File: src/rtl/pipe_pkg.sv
// Shared EX->MEM bundle type and helpers for the elastic pipeline stages.
package pipe_pkg;

    // Bundle field widths; em_stage_elastic's XLEN/RD_W must match these.
    localparam int PIPE_XLEN = 32;
    localparam int PIPE_RD_W = 5;

    localparam logic [1:0] MST_NONE = 2'd0;
    localparam logic [2:0] MLD_NONE = 3'd0;

    typedef struct packed {
        logic [PIPE_XLEN-1:0] pc;
        logic [PIPE_XLEN-1:0] inst;
        logic [PIPE_RD_W-1:0] rd;
        logic [PIPE_XLEN-1:0] result;
        logic [PIPE_XLEN-1:0] store_data;
        logic [1:0]           mem_store;
        logic [2:0]           mem_load;
        logic                 reg_write;
    } em_bundle_t;

    // View of a held bundle as MEM sees it: a bubble never carries side-effect
    // controls, and optionally carries no payload at all.
    function automatic em_bundle_t em_gate(input em_bundle_t b, input logic vld,
                                           input logic zero_bub);
        em_bundle_t g;
        g = b;
        if (!vld) begin
            if (zero_bub) begin
                g = '0;
            end
            g.mem_store = MST_NONE;
            g.mem_load  = MLD_NONE;
            g.reg_write = 1'b0;
        end
        return g;
    endfunction

endpackage

File: src/rtl/pipe_skid_slot.sv
// One pipeline entry: valid bit plus em_bundle_t payload with load/kill/wipe controls.
module pipe_skid_slot
    import pipe_pkg::*;
(
    input  logic       clk,
    input  logic       nrst,
    input  logic       load,
    input  logic       kill,
    input  logic       wipe,
    input  em_bundle_t d,
    output logic       valid,
    output em_bundle_t q
);

    logic       valid_q;
    logic       valid_d;
    em_bundle_t payload_q;
    em_bundle_t payload_d;

    // Next state: a load always wins; otherwise kill drops the entry and wipe zeroes its payload.
    always_comb begin
        valid_d   = valid_q;
        payload_d = payload_q;
        if (load) begin
            valid_d   = 1'b1;
            payload_d = d;
        end else begin
            if (kill) begin
                valid_d = 1'b0;
            end
            if (wipe) begin
                payload_d = '0;
            end
        end
    end

    // Entry register, synchronous active-low reset clears valid and payload.
    always_ff @(posedge clk) begin
        if (!nrst) begin
            valid_q   <= 1'b0;
            payload_q <= '0;
        end else begin
            valid_q   <= valid_d;
            payload_q <= payload_d;
        end
    end

    assign valid = valid_q;
    assign q     = payload_q;

endmodule

File: src/rtl/em_stage_elastic.sv
// Elastic EX->MEM stage: main entry plus optional skid entry, flush, occupancy and forwarding taps.
module em_stage_elastic
    import pipe_pkg::*;
#(
    parameter int XLEN     = PIPE_XLEN,
    parameter int RD_W     = PIPE_RD_W,
    parameter int SKID     = 1,
    parameter int ZERO_BUB = 1
) (
    input  logic            CLK,
    input  logic            NRST,
    input  logic            flush,
    input  logic            in_valid,
    output logic            in_ready,
    input  logic [XLEN-1:0] pcE,
    input  logic [XLEN-1:0] instE,
    input  logic [RD_W-1:0] rdE,
    input  logic [XLEN-1:0] resultE,
    input  logic [XLEN-1:0] store_dataE,
    input  logic [1:0]      mem_storeE,
    input  logic [2:0]      mem_loadE,
    input  logic            reg_writeE,
    output logic            out_valid,
    input  logic            out_ready,
    output logic [XLEN-1:0] pcM,
    output logic [XLEN-1:0] instM,
    output logic [RD_W-1:0] rdM,
    output logic [XLEN-1:0] resultM,
    output logic [XLEN-1:0] store_dataM,
    output logic [1:0]      mem_storeM,
    output logic [2:0]      mem_loadM,
    output logic            reg_writeM,
    output logic [RD_W-1:0] fwd_rd0,
    output logic [RD_W-1:0] fwd_rd1,
    output logic            fwd_we0,
    output logic            fwd_we1,
    output logic [1:0]      occ
);

    em_bundle_t in_b;
    em_bundle_t main_b;
    em_bundle_t skid_b;
    em_bundle_t main_din;
    em_bundle_t head_b;
    logic       main_vld;
    logic       skid_vld;
    logic       accept;
    logic       consume;
    logic       main_load;
    logic       main_kill;
    logic       main_wipe;
    logic       skid_load;
    logic       skid_kill;
    logic       skid_wipe;

    assign in_b = '{pc: pcE, inst: instE, rd: rdE, result: resultE, store_data: store_dataE,
                    mem_store: mem_storeE, mem_load: mem_loadE, reg_write: reg_writeE};

    // With a skid entry, in_ready comes straight from a flop; without one it is combinational.
    assign in_ready = (SKID != 0) ? !skid_vld : (!main_vld || out_ready);

    // Handshake control: decide which entries load, drop, or are wiped this cycle.
    always_comb begin
        accept    = in_valid && in_ready;
        consume   = main_vld && out_ready;
        main_din  = skid_vld ? skid_b : in_b;
        main_load = 1'b0;
        main_kill = 1'b0;
        skid_load = 1'b0;
        skid_kill = 1'b0;
        if (flush) begin
            // Flush discards everything, including a same-cycle accept.
            main_kill = 1'b1;
            skid_kill = 1'b1;
        end else if (SKID != 0) begin
            // The skid entry is always older than the input, so it refills main first.
            if (skid_vld) begin
                main_load = consume;
            end else begin
                main_load = accept && (!main_vld || consume);
            end
            main_kill = consume && !main_load;
            skid_load = accept && main_vld && !consume;
            skid_kill = skid_vld && consume;
        end else begin
            main_load = accept;
            main_kill = consume && !accept;
        end
        main_wipe = (ZERO_BUB != 0) && main_kill;
        skid_wipe = (ZERO_BUB != 0) && skid_kill;
    end

    pipe_skid_slot u_main (
        .clk   (CLK),
        .nrst  (NRST),
        .load  (main_load),
        .kill  (main_kill),
        .wipe  (main_wipe),
        .d     (main_din),
        .valid (main_vld),
        .q     (main_b)
    );

    pipe_skid_slot u_skid (
        .clk   (CLK),
        .nrst  (NRST),
        .load  (skid_load),
        .kill  (skid_kill),
        .wipe  (skid_wipe),
        .d     (in_b),
        .valid (skid_vld),
        .q     (skid_b)
    );

    assign head_b      = em_gate(main_b, main_vld, ZERO_BUB != 0);
    assign out_valid   = main_vld;
    assign pcM         = head_b.pc;
    assign instM       = head_b.inst;
    assign rdM         = head_b.rd;
    assign resultM     = head_b.result;
    assign store_dataM = head_b.store_data;
    assign mem_storeM  = head_b.mem_store;
    assign mem_loadM   = head_b.mem_load;
    assign reg_writeM  = head_b.reg_write;

    assign fwd_rd0 = main_b.rd;
    assign fwd_rd1 = skid_b.rd;
    assign fwd_we0 = main_vld && main_b.reg_write;
    assign fwd_we1 = skid_vld && skid_b.reg_write;
    assign occ     = {1'b0, main_vld} + {1'b0, skid_vld};

    // Occupancy sanity: never above two, and the skid entry is only ever held behind main.
    always_ff @(posedge CLK) begin
        if (NRST) begin
            assert (occ <= 2'd2 && (main_vld || !skid_vld));
        end
    end

endmodule

File: config.mk
export PLATFORM = sky130hd
export DESIGN_NAME = em_stage_elastic
export DESIGN_NICKNAME = d
export VERILOG_FILES = /design/src/rtl/pipe_pkg.sv /design/src/rtl/pipe_skid_slot.sv /design/src/rtl/em_stage_elastic.sv
export SDC_FILE = /design/constraint.sdc
export NUM_CORES = 1
export LEC_CHECK = 0
export ABC_AREA = 1
export ABC_CLOCK_PERIOD_IN_PS = 1700
export BUFFER_PORTS_ARGS = -buffer_cell sky130_fd_sc_hd__buf_2
export CORE_MARGIN = 5
export CORE_UTILIZATION = 54
export CTS_CLUSTER_DIAMETER = 200
export DETAILED_ROUTE_END_ITERATION = 10
export PLACE_DENSITY = 0.8
export SETUP_SLACK_MARGIN = 0.05
export SLEW_MARGIN = 20
export SYNTH_ARGS = -nofsm -noshare
export SYNTH_HDL_FRONTEND = slang
export SYNTH_HIERARCHICAL = 1
export SYNTH_SLANG_ARGS = --single-unit
File: constraint.sdc
create_clock -name CLK -period 1.7 [get_ports CLK]
set_input_delay 0.085 -clock CLK [delete_from_list [all_inputs] [get_ports CLK]]
set_output_delay 0.085 -clock CLK [all_outputs]
set_load 0.005 [all_outputs]
==> impl_metrics.yaml <==
floorplan:
  fp.coreArea_sq_um: 23300
  pin_count: 299
  start_util_pct: 54.6
  dieWidth_um: 164
  die_area_sq_um: 26800
  fp.dieH_um: 164
  row_count: 56
drt:
  vias: 15433
  routed_via_density: 5.63
  wl_per_cell_um: 20.3
  wl_mm: 55.7
  ant_nets: 0
  first_iter_violations: 2205
  drc: 0
  drt_first_pass_iters: 9
sta:
  fin_crit_sh_pct: 104
  fin_ws_ps: -64.6
  drv_slew: 0
  skew_ps: 8.30
  hold_violations: 0
  min_period_ps: 1760
  tns_ps: -437
  setup_viol: 25
  rsz0062_at_grt: "yes"
  slew_headroom_pct: 71.2
  worst_pin_slew_ps: 431
  clock.fmax_ghz: 0.567
worst_setup_path:
  cp-start-kind: "flip-flop"
  critPathKind: "reg -> reg"
  cp_data_arrival_time_ps: 2230
  cp.required_ps: 2170
  r2r_setup_slack_ps: -60
  worstSetupEndpointType: "flip-flop"
  worstPathMaxFanout: 33
logic_synthesis:
  syn_nets: 2119
  synth_seq_area_share_pct: 44.0
  synth_ff_type: "dfxtp_1"
  async_flop_share_pct: 0
  ys_ff_latch: 280
  synth_edf_count: 0
  syn_area_per_cell_sq_um: 6.45
  synth_cell_types: 17
  ys_warn_count: 6
  synth_common_cells: "1116 x nand2_1, 281 x a21oi_1, 280 x dfxtp_1, 145 x inv_1, 55 x buf_2"
  synth_top_area_share_pct: 44.0
  synth_area_sq_um: 12700
  postSynthCellCount: 1974
  synth.area.top_cells: "dfxtp_1 44%, nand2_1 33%, a21oi_1 11%"
  yosysMostFrequentCell: "nand2_1"
  yosys.area.top_type: "dfxtp_1"
final_layout:
  drive_gt1_share_pct: 24.7
  nets: 2542
  area_delta_synth_final_pct: 46.1
power:
  peakVddDrop_mv: 0.769
  p_leak_nw: 9.30
  p_per_area_nw_per_um2: 832
outcome:
  violations: "negative setup slack"
  outcome: "finished, violations left"
place:
  portBuffers: 298
  globalplace.congestion: 0.827
  dp_hpwl_mm: 20.8
  place_ws_ps: 117
worst_hold_path:
  min_path_type: "in -> reg"
clocking:
  cts_made_buffers: 29
  root_buffer: "clkbuf_16"
  insertion_delay_ps: 550
  cts_buffer_depth: 3
  clkTransAtPathRegs_ps: 70
  h-tree-depth: 1
  tritoncts: "built"
  clock-sinks: 280
global_routing:
  antenna_found_initial: 7
  grt_start_max_net_pins: 75
  grtUsageTotal_pct: 29.4
  grt_overflow_total: 0
  grt_pass1_wl_mm: 65.1
  grt_pass1_vias: 13326
run:
  maxCapViolCount: 0
## worst paths after layout
check,from,cells after the start,endpoint
min reg2reg,u_skid/q[88],2,u_skid/q[88]
max reg2reg,u_main/valid,9,u_main/q[40]
min,flush,6,u_main/valid
max,u_main/valid,9,u_main/q[40]
## kinds of logic after synthesis
family | count (synthesis) | synth area share [%]
AOI/OAI and AO/OA | 281 | 11.0
adders and majority gates | 1 | 0.0982
buffers and inverters | 288 | 11.5
DFF | 280 | 44.0
and+or+nand+nor | 1124 | 33.3
## layout by cell type (no fill, tap or decap), drive strengths merged
cell / instances
a21oi: 281
buf: 362
bufbuf: 3
bufinv: 1
clkbuf: 72
clkinv: 6
clkinvlp: 1
dfxtp: 280
diode: 4
dlygate4sd3: 139
ha: 1
inv: 149
nand2: 1116
nand3: 1
nand4: 1
nor2: 5
nor3b: 1
## flip-flops by register name, indices dropped and copies added (netlist names)
name	count
u_skid/valid	1
u_skid/q	139
u_main/valid	1
u_main/q	139
## metrics by stage
step | util, % | area [sq um] | std cells | total power, mW | hold slack (ps)
3_3_place_gp | 60.6 | 14100 | 2475 | 8.06 | 350
6_report | 79.8 | 18600 | 2742 | 15.5 | 130
5_1_grt | 79.8 | 18600 | 2742 | 15.9 | 140
4_1_cts | 71.4 | 16700 | 2671 | 14.7 | 65.5
3_5_place_dp | 60.6 | 14100 | 2475 | 8.07 | 354
2_1_floorplan | - | 12700 | 1974 | 7.65 | 233
## metal layers
layer	vias up	track usage (%)	part of all wire, %
met1	6923	35.9	34
met3	376	5.22	14
met4	4	15.6	7.8
met2	1288	49.5	44
li1	6842	-	-
met5	-	0	0.061
## where the power goes
part           internal, mW  switching [mW]
Combinational         0.965            1.20
Sequential             6.70          0.0989
Clock                  3.75            2.76
## worst max-delay path, stage by stage (launching register included)
cell and delay, ps:
dfxtp_4 370, buf_12 130, nand2_2 80, nand2_2 90, a21oi_4 60, buf_12 140, nor2_4 170, buf_12 250
nand2_1 160, a21oi_1 210
## layout make-up
| type | count | area [sq um] |
|---|---|---|
| clock buffer | 44 | 892 |
| multi-input combinational | 1406 | 6110 |
| timing repair buffer | 532 | 4940 |
| clock inverter | 9 | 73.8 |
| inverter | 148 | 563 |
| tap | 319 | 399 |
| fill | 1503 | 4720 |
| sequential | 280 | 5610 |
| antenna | 4 | 10.0 |
## timing repair
action / in CTS / in global routing
hold buffers: 139 / 0
pin swaps: 1 / 4
resized for setup: 17 / 234
gates cloned: 4 / 49
setup endpoints to repair: 145 / 414
setup buffers: 0 / 18
endpoints found under the hold margin: 278 / 0
(Power assumes the default switching activity.)
